## config.mk

```make
export PLATFORM = sky130hd
export DESIGN_NAME = max_q_select
export DESIGN_NICKNAME = d
export VERILOG_FILES = /design/src/rtl/q_learn_pkg.sv /design/src/rtl/max_q_select_lfsr16.sv /design/src/rtl/max_q_select.sv
export SDC_FILE = /design/constraint.sdc
export NUM_CORES = 1
export LEC_CHECK = 0
export ABC_AREA = 1
export CORE_AREA = 2 2 88 124
export DETAILED_ROUTE_END_ITERATION = 7
export DIE_AREA = 0 0 90 126
export PLACE_DENSITY_LB_ADDON = 0.3
export SETUP_SLACK_MARGIN = 0.02
export SYNTH_ARGS = -nofsm -noshare
export SYNTH_HDL_FRONTEND = slang
export SYNTH_SLANG_ARGS = --single-unit
```

## constraint.sdc

```tcl
create_clock -name clk -period 2.1 [get_ports clk]
set_input_delay 0.21 -clock clk [delete_from_list [all_inputs] [get_ports clk]]
set_output_delay 0.21 -clock clk [all_outputs]
set_load 0.01 [all_outputs]
```

## src/rtl/q_learn_pkg.sv

```systemverilog
// Shared Q-learning types and constants, imported by the max-Q search and the update stage.
package q_learn_pkg;

  localparam int N_STATES  = 37;
  localparam int N_ACTIONS = 4;
  localparam int QW        = 32;
  localparam int FRAC_BITS = 16;

  typedef logic signed [QW-1:0] q_t;
  typedef logic [5:0]           state_t;
  typedef logic [2:0]           action_t;

  typedef enum logic [1:0] {
    ST_IDLE   = 2'd0,
    ST_ISSUE  = 2'd1,
    ST_DRAIN  = 2'd2,
    ST_FINISH = 2'd3
  } fsm_t;

  localparam logic [15:0] LFSR_SEED = 16'hACE1;
  // x^16+x^14+x^13+x^11+1 in right-shifting Galois form
  localparam logic [15:0] LFSR_TAPS = 16'hB400;

  function automatic logic [15:0] lfsr16_step(input logic [15:0] s);
    return s[0] ? ((s >> 1) ^ LFSR_TAPS) : (s >> 1);
  endfunction

endpackage

```

## src/rtl/max_q_select_lfsr16.sv

```systemverilog
// Free-running 16-bit Galois LFSR used to randomise max-Q tie breaks.
// Only built when MAXQ_LFSR_TIEBREAK_EN is defined.
`ifdef MAXQ_LFSR_TIEBREAK_EN
module lfsr16 (
  input  logic        clk,
  input  logic        rst,
  output logic [15:0] o_lfsr
);
  import q_learn_pkg::*;

  logic [15:0] r_lfsr;

  // advance once per cycle from the fixed seed
  always_ff @(posedge clk or negedge rst) begin
    if (!rst) begin
      r_lfsr <= LFSR_SEED;
    end else begin
      r_lfsr <= lfsr16_step(r_lfsr);
    end
  end

  assign o_lfsr = r_lfsr;

endmodule
`endif

```

## src/rtl/max_q_select.sv

```systemverilog
// Sequential max-Q search over one Q-table row through a 1-cycle-latency read port.
// Optional macro MAXQ_LFSR_TIEBREAK_EN: LFSR-driven replacement on equal legal values.
module max_q_select #(
  parameter int N_STATES  = q_learn_pkg::N_STATES,
  parameter int N_ACTIONS = q_learn_pkg::N_ACTIONS,
  parameter int QW        = q_learn_pkg::QW
) (
  input  logic                 clk,
  input  logic                 rst,
  input  logic                 start,
  input  logic [5:0]           next_state,
  input  logic                 terminal,
  input  logic [N_ACTIONS-1:0] action_mask,
  output logic                 rd_en,
  output logic [5:0]           rd_state,
  output logic [2:0]           rd_action,
  input  logic [QW-1:0]        rd_data,
  output logic                 busy,
  output logic                 done,
  output logic [QW-1:0]        max_q,
  output logic [2:0]           best_action,
  output logic                 no_valid
);
  import q_learn_pkg::*;

  localparam action_t A_LAST = 3'(N_ACTIONS - 1);

  fsm_t                  r_state;
  fsm_t                  w_state_nxt;
  logic                  r_rd_en;
  state_t                r_rd_state;
  action_t               r_rd_action;
  action_t               r_cnt;
  logic [N_ACTIONS-1:0]  r_mask;
  logic                  r_term;
  logic                  r_oor;
  logic                  r_tag_valid;
  action_t               r_tag_action;
  logic                  r_run_valid;
  logic signed [QW-1:0]  r_run_max;
  action_t               r_run_action;
  logic                  r_busy;
  logic                  r_done;
  logic                  r_no_valid;
  logic [QW-1:0]         r_max_q;
  action_t               r_best;

  logic                  w_accept;
  logic                  w_oor_in;
  logic                  w_rd_en_nxt;
  action_t               w_rd_action_nxt;
  action_t               w_cnt_nxt;
  logic                  w_fin;
  logic                  w_mask_bit;
  logic                  w_gt;
  logic                  w_eq;
  logic                  w_tie_take;
  logic                  w_take;
  logic                  w_cand_valid;
  logic signed [QW-1:0]  w_cand_max;
  action_t               w_cand_action;

`ifdef MAXQ_LFSR_TIEBREAK_EN
  logic [15:0] w_lfsr;

  lfsr16 u_lfsr (
    .clk    (clk),
    .rst    (rst),
    .o_lfsr (w_lfsr)
  );
`endif

  // no new search while the done pulse is still on the wire
  assign w_accept = (r_state == ST_IDLE) && start && !r_done;
  assign w_oor_in = int'(next_state) >= N_STATES;

  // next-state and read-port schedule; rd_* are registered one step ahead of use
  always_comb begin
    w_state_nxt     = r_state;
    w_rd_en_nxt     = 1'b0;
    w_rd_action_nxt = r_rd_action;
    w_cnt_nxt       = r_cnt;
    w_fin           = 1'b0;
    case (r_state)
      ST_IDLE: begin
        if (w_accept) begin
          if (terminal || w_oor_in) begin
            w_state_nxt = ST_FINISH;
          end else begin
            w_rd_en_nxt     = 1'b1;
            w_rd_action_nxt = 3'd0;
            w_cnt_nxt       = 3'd1;
            w_state_nxt     = (N_ACTIONS == 1) ? ST_DRAIN : ST_ISSUE;
          end
        end else begin
          w_state_nxt = ST_IDLE;
        end
      end
      ST_ISSUE: begin
        w_rd_en_nxt     = 1'b1;
        w_rd_action_nxt = r_cnt;
        w_cnt_nxt       = r_cnt + 3'd1;
        if (r_cnt == A_LAST) begin
          w_state_nxt = ST_DRAIN;
        end else begin
          w_state_nxt = ST_ISSUE;
        end
      end
      ST_DRAIN: begin
        w_state_nxt = ST_FINISH;
      end
      ST_FINISH: begin
        w_fin       = 1'b1;
        w_state_nxt = ST_IDLE;
      end
      default: begin
        w_state_nxt = ST_IDLE;
      end
    endcase
  end

  // legality of the returning datum, selected by its delayed action tag
  always_comb begin
    w_mask_bit = 1'b0;
    for (int i = 0; i < N_ACTIONS; i++) begin
      w_mask_bit = w_mask_bit | ((r_tag_action == 3'(i)) & r_mask[i]);
    end
  end

  // signed compare against the running max; the final datum is folded in during FINISH
  always_comb begin
    w_gt = $signed(rd_data) > r_run_max;
    w_eq = $signed(rd_data) == r_run_max;
`ifdef MAXQ_LFSR_TIEBREAK_EN
    w_tie_take = w_lfsr[0];
`else
    w_tie_take = 1'b0;
`endif
    w_take        = r_tag_valid && w_mask_bit && (!r_run_valid || w_gt || (w_eq && w_tie_take));
    w_cand_valid  = r_run_valid | w_take;
    w_cand_max    = w_take ? $signed(rd_data) : r_run_max;
    w_cand_action = w_take ? r_tag_action : r_run_action;
  end

  // FSM state register
  always_ff @(posedge clk or negedge rst) begin
    if (!rst) begin
      r_state <= ST_IDLE;
    end else begin
      r_state <= w_state_nxt;
    end
  end

  // read port, captured request and compare-pipeline tag
  always_ff @(posedge clk or negedge rst) begin
    if (!rst) begin
      r_rd_en      <= 1'b0;
      r_rd_state   <= 6'd0;
      r_rd_action  <= 3'd0;
      r_cnt        <= 3'd0;
      r_mask       <= '0;
      r_term       <= 1'b0;
      r_oor        <= 1'b0;
      r_tag_valid  <= 1'b0;
      r_tag_action <= 3'd0;
    end else begin
      r_rd_en      <= w_rd_en_nxt;
      r_rd_action  <= w_rd_action_nxt;
      r_cnt        <= w_cnt_nxt;
      r_tag_valid  <= r_rd_en;
      r_tag_action <= r_rd_action;
      if (w_accept) begin
        r_rd_state <= next_state;
        r_mask     <= action_mask;
        r_term     <= terminal;
        r_oor      <= w_oor_in;
      end
    end
  end

  // running maximum, invalidated on every accepted start
  always_ff @(posedge clk or negedge rst) begin
    if (!rst) begin
      r_run_valid  <= 1'b0;
      r_run_max    <= '0;
      r_run_action <= 3'd0;
    end else if (w_accept) begin
      r_run_valid  <= 1'b0;
      r_run_max    <= '0;
      r_run_action <= 3'd0;
    end else if (w_take) begin
      r_run_valid  <= 1'b1;
      r_run_max    <= $signed(rd_data);
      r_run_action <= r_tag_action;
    end
  end

  // result registers change only when leaving FINISH
  always_ff @(posedge clk or negedge rst) begin
    if (!rst) begin
      r_busy     <= 1'b0;
      r_done     <= 1'b0;
      r_max_q    <= '0;
      r_best     <= 3'd0;
      r_no_valid <= 1'b0;
    end else begin
      r_busy <= (w_state_nxt != ST_IDLE) || w_fin;
      r_done <= w_fin;
      if (w_fin) begin
        if (r_term || r_oor) begin
          r_max_q    <= '0;
          r_best     <= 3'd0;
          r_no_valid <= r_oor;
        end else if (!w_cand_valid) begin
          r_max_q    <= '0;
          r_best     <= 3'd0;
          r_no_valid <= 1'b1;
        end else begin
          r_max_q    <= w_cand_max;
          r_best     <= w_cand_action;
          r_no_valid <= 1'b0;
        end
      end
    end
  end

  assign rd_en       = r_rd_en;
  assign rd_state    = r_rd_state;
  assign rd_action   = r_rd_action;
  assign busy        = r_busy;
  assign done        = r_done;
  assign max_q       = r_max_q;
  assign best_action = r_best;
  assign no_valid    = r_no_valid;

endmodule

```

* After elaboration in Yosys (flattened, before gate mapping)
Index checks and enable logic that the tools add are counted.
** Operators by class
- Order comparisons :: 2
- Equal/unequal tests :: 9
- Reduce and logical (&&, ||, !) cells :: 16
- $add $sub $neg :: 1
- Mux-type cells :: 26
- Bitwise logic cells :: 8
** Operators with widths (number)
- 2-to-1 mux 32 bit :: 4
- > comparator 32 bit :: 1
- 2-to-1 mux 3 bit :: 8
- one-hot mux 3 bit (2 select lines) :: 2
- equality test 3 x 2 -> 1 bit, second input constant :: 3
- one-hot mux 2 bit (4 select lines) :: 1
- 2-to-1 mux 1 bit :: 7
- >= comparator 6 bit, second input constant :: 1
- 2-to-1 mux 2 bit :: 3
- nonzero test 2 bit :: 3
- AND 1 bit :: 4
- equality test 2 bit, second input constant :: 2
- logical AND 1 bit :: 4
- logical OR 1 bit :: 4
- != test 2 bit, second input constant :: 2
- bitwise OR 1 bit :: 4
- adder 3 x 1 -> 3 bit, second input constant :: 1
- equality test 3 x 1 -> 1 bit, second input constant :: 1
- zero test 3 bit :: 1
- AND reduction 3 bit :: 1
- equality test 2 x 1 -> 1 bit, second input constant :: 1
- zero test 1 bit :: 2
- zero test 2 bit :: 1
- one-hot mux 1 bit (2 select lines) :: 1
** Storage, ports and cells
- Input port bits :: 46
- Register bits after elaboration :: 99
- Output and inout bits :: 48

* Depth between registers and ports, before layout
- Depth after elaboration :: 10
- Gate-level depth with buffers :: 21
- Mapped depth without buffers :: 20

* Worst setup path before layout
No wires, ideal clock.
- Path kind :: register to register
- From :: reg r_run_max[31]
- To :: reg r_max_q[10], in the netlist max_q[10]
- Cell stages (with the launch flop) :: 17
- Data arrival time :: 1.858 ns
- Required time :: 1.983 ns
- Path slack :: 0.125 ns
- Path buffers :: 1
- Setup time :: 0.117 ns
- Path through :: dfrtp_1 inv_1 ha_1 nand2_1 nor2_1 nand2_1 nor2_1 nand2_1 nand2_1 nand2_1 nand3_1 nand2_2 nand2_2 buf_2 nand2_1 nand3_1 nand2_1
** Between the ends
- Longest elaborated chain between the ends :: 6
- Elaborated cells on any way between the ends :: 7
- Those cells by class :: order compare (1); mux (3); bitwise (1); reduce/logical (2)
** Ends and longest elaborated chain
- from (decl) :: RTL line max_q_select.sv:40 : logic signed [QW-1:0] r_run_max;
- from (signal assigned) :: RTL line max_q_select.sv:193 : r_run_max <= $signed(rd_data);
- > comparator 32 bit (*) :: RTL line max_q_select.sv:132 : w_gt = $signed(rd_data) > r_run_max;
- logical OR 1 bit (*) :: RTL line max_q_select.sv:139 : w_take = r_tag_valid && w_mask_bit && (!r_run_valid || w_gt || (w_eq && w_tie_take));
- logical AND 1 bit (*) :: RTL line max_q_select.sv:139
- 2-to-1 mux 32 bit or bitwise OR 1 bit (tied branches)
- 2-to-1 mux 32 bit (*) :: RTL line max_q_select.sv:214 : end else if (!w_cand_valid) begin
- 2-to-1 mux 32 bit (*) :: RTL line max_q_select.sv:210 : if (r_term || r_oor) begin
- to (signal assigned) :: RTL line max_q_select.sv:219 : r_max_q <= w_cand_max;
- to (decl) :: RTL line max_q_select.sv:45 : logic [QW-1:0] r_max_q;
Mark *: on every way between the ends. The rest lies on a longest branch, timed or not.
A chain may end at the register's enable or synchronous reset.

* Final worst setup path
- From :: reg r_run_max[9]
- To :: reg r_run_max[0]
** Between the ends
- Longest elaborated chain between the ends :: 5
** Ends and longest elaborated chain (RTL line)
- > comparator 32 bit :: max_q_select.sv:132
- logical OR 1 bit :: max_q_select.sv:139
- logical AND 1 bit :: max_q_select.sv:139
- 2-to-1 mux 32 bit (2 in series)
No other way between the ends.

==> key figures <==
Place
  – GPL Wtd Cong: 0.888
  – Port Buffers: 93
  – DP Cell Count: 868
  – Hpwl dp: 8430 µm
  – Area after DPL: 6230 µm²

Worst setup path
  – CP arrival: 2.56 ns
  – CP max FO: 6
  – Crit end category: flip-flop
  – CP Class: reg2reg
  – CP Launch Type: flip-flop
  – Reg2reg setup slack: -0.19 ns
  – Worst EP required: 2.37 ns

Floorplanning
  – Die area: 11300 µm²
  – Die Y: 126 µm
  – Horiz. Die Dim: 90 µm
  – Row count: 44
  – # IOs: 94
  – Initial Util: 48.8%
  – CORE AREA: 10200 µm²

Clock tree
  – Bufs on Longest Clock Path: 2
  – CTS clock-pin slew for the worst setup and hold paths: 0.07 ns
  – CTS tree: done
  – H-tree levels: 3
  – Skew-Pair Late Insertion Delay: 0.35 ns
  – CTS root buf: clkbuf_16
  – Clock sink total: 99
  – CTS Buf Count: 9

Power
  – Leak: 3.71 nW
  – Max VDD drop: 876 µV
  – P per Cell Area: 1490 nW/µm²

Detailed routing
  – Routed Antenna Nets: 0
  – Drt drc: 0
  – Drt first-iter violations: 251
  – Drt first pass iters: 4
  – Detailed-route via count: 4673
  – WL final: 14400 µm
  – Via-per-instance ratio: 5.22
  – Post-DR wirelength/cell: 16.1 µm

STA
  – Final Setup Violations: 70
  – Max-slew violation count: 0
  – Worst-Margin Slew: 0.577 ns
  – Period utilization: 109%
  – Hold Vio Cnt, Final: 0
  – RSZ-0062 raised after global routing: yes
  – Slew HR: 61.2%
  – Skew final: 0.00885 ns
  – Post-route setup slack: -0.193 ns
  – Fmax: 436 MHz
  – Crit path time final: 2.29 ns

Final layout
  – Ratio of cells with drive above 1 in the final layout: 27.8%
  – Fillers: 704
  – Core Util, Final: 73.4%
  – Final Instance Area: 7520 µm²
  – Ant. Diodes: 0
  – Final Non-Filler Cells: 896
  – Final #Nets: 833
  – Area Overhead vs Synth: 50.5%

Logic synthesis
  – Cells after Synth: 634
  – Synth warn: 0
  – Distinct cells, synth: 23
  – Avg Cell Area, Syn: 7.88 µm²
  – Synthesized flop and latch total: 99
  – Syn nets: 714
  – Mapped cell area: 4990 µm²
  – Sequential fraction of the synthesis area: 49.6%

Global route
  – Grt peak-use layer: met2
  – Met2 Track Usage GR: 41.0%
  – First-pass GRT wire length: 20900 µm
  – Vias in the first global route: 4657
  – Met3 Usage GRT: 4.01%
  – Grt met1 use: 27.1%
  – Gr ovfl total: 0
  – GR Util All Layers: 22.8%
  – Initial antenna violation count: 0
  – Largest net degree at the start of global routing: 51

Status
  – Status: finished with violations
  – Violated checks: negative setup slack

Hold path
  – Min-delay worst type: in2async

Job
  – MaxCap Viol Count: 0
[synthesized netlist by cell type]
cell type | count | area [µm²]
nor4_1 | 1 | 6.26
nor4_4 | 1 | 21.3
inv_2 | 2 | 7.51
clkbuf_1 | 13 | 48.8
a21oi_4 | 1 | 16.3
or2_1 | 1 | 6.26
a21o_1 | 1 | 7.51
inv_1 | 88 | 330
a21oi_1 | 16 | 80.1
nand3_1 | 73 | 365
nand2_1 | 221 | 830
nand2_2 | 2 | 12.5
buf_2 | 9 | 45.0
nand4_1 | 3 | 18.8
o211ai_1 | 1 | 7.51
a31oi_1 | 1 | 6.26
o22ai_1 | 1 | 6.26
nor2_1 | 51 | 191
ha_1 | 34 | 425
o21a_1 | 3 | 22.5
nand3b_1 | 1 | 7.51
o21ai_0 | 11 | 55.1
dfrtp_1 | 99 | 2480
[cells by family after synthesis]
| kind of cell | share of synthesized area (%) |
|---|---|
| compound gates | 4.03 |
| simple gates | 29.2 |
| flops | 49.6 |
| buf+inv | 8.64 |
| fa+ha+maj | 8.52 |
[metal layers]
layer | vias to the layer above | part of all wire, %
li1 | 2218 | -
met1 | 2261 | 39
met2 | 164 | 53
met3 | 30 | 5.6
met4 | 0 | 2.4
met5 | - | 0
[power by group]
group          switching, mW  total [mW]  leakage [nW]  internal, mW
combinational           3.39        6.17          2.26          2.78
sequential             0.466        3.22          1.29          2.75
clock                  0.741        1.82         0.163          1.08
total                   4.59        11.2          3.71          6.62
[metrics by stage]
step / hold slack [ns] / TNS [ns] / total power, mW / setup WS [ns]
5_1_grt: 0.422 / -15.73 / 11.9 / -0.306
6_report: 0.387 / -7.78 / 11.2 / -0.193
4_1_cts: 0.402 / -0.208 / 9.87 / -0.0336
3_3_place_gp: 0.226 / -25.00 / 7.51 / -0.384
3_5_place_dp: 0.225 / -30.59 / 7.69 / -0.473
2_1_floorplan: -0.0856 / 0 / 5.75 / 0.125
[critical path: stages (launching register included)]
cell and delay (ns):
dfrtp_1 0.38, inv_2 0.08, ha_4 0.20, nand2_1 0.08, nand2_1 0.06, nand3_1 0.07
nand2_1 0.07, a21oi_2 0.16, nand2_2 0.09, nand2_2 0.08, nand2_1 0.06, nand2_1 0.08
nand3_2 0.08, nand2_4 0.12, nand2_8 0.11, clkbuf_16 0.20, nand2_4 0.06, nand2_1 0.04
nor2_1 0.17
[cell usage in the layout, fill, tap and decap left out, drive strengths merged]
cell | Yosys | routed
nand2 | 223 | 223
dfrtp | 99 | 99
clkdlybuf4s50 | 0 | 92
inv | 90 | 91
nand3 | 73 | 73
nor2 | 51 | 51
ha | 34 | 34
buf | 9 | 33
a21oi | 17 | 17
clkbuf | 13 | 14
o21ai | 11 | 11
nand4 | 3 | 3
o21a | 3 | 3
clkinv | 0 | 3
bufinv | 0 | 2
nor4 | 2 | 2
o211ai | 1 | 1
a31oi | 1 | 1
a21o | 1 | 1
nand3b | 1 | 1
or2 | 1 | 1
o22ai | 1 | 1
dlygate4sd3 | 0 | 1
[sequential cells by signal, summed over array words and instances, names as in the netlist, 2 cells and up]
register      count
best_action       3
r_tag_action      3
max_q            32
r_state           2
r_run_action      3
r_mask            4
rd_action         3
r_run_max        32
r_cnt             3
rd_state          6
[final cells by class]
cell class,instances,area [µm²],area share [%]
clock buffers,10,239,3.18
clock inverters,6,87.6,1.17
inverters,90,338,4.49
multi-input cells,423,2840,37.7
flip-flops and latches,99,2480,33.0
well taps,138,173,2.30
repair buffers,130,1370,18.2
[final timing paths]
path                       cells past startpoint            to         start
max                                           18  r_run_max[0]  r_run_max[9]
max in group asynchronous                      3     max_q[25]           rst
min                                            2      max_q[9]           rst
min in group clk                               0   r_tag_valid         rd_en
min reg2reg                                    0   r_tag_valid         rd_en
max reg2reg                                   18  r_run_max[0]  r_run_max[9]
[what timing repair did]
item,4_1_cts,5_1_grt
cloned,1,4
pin swaps,21,74
setup endpoints to repair,70,70
endpoints found under the hold margin,37,0
setup buffers,4,4
hold buffers,1,0
gates resized for setup,38,151
Note: power is estimated with default switching activity, not from simulation.
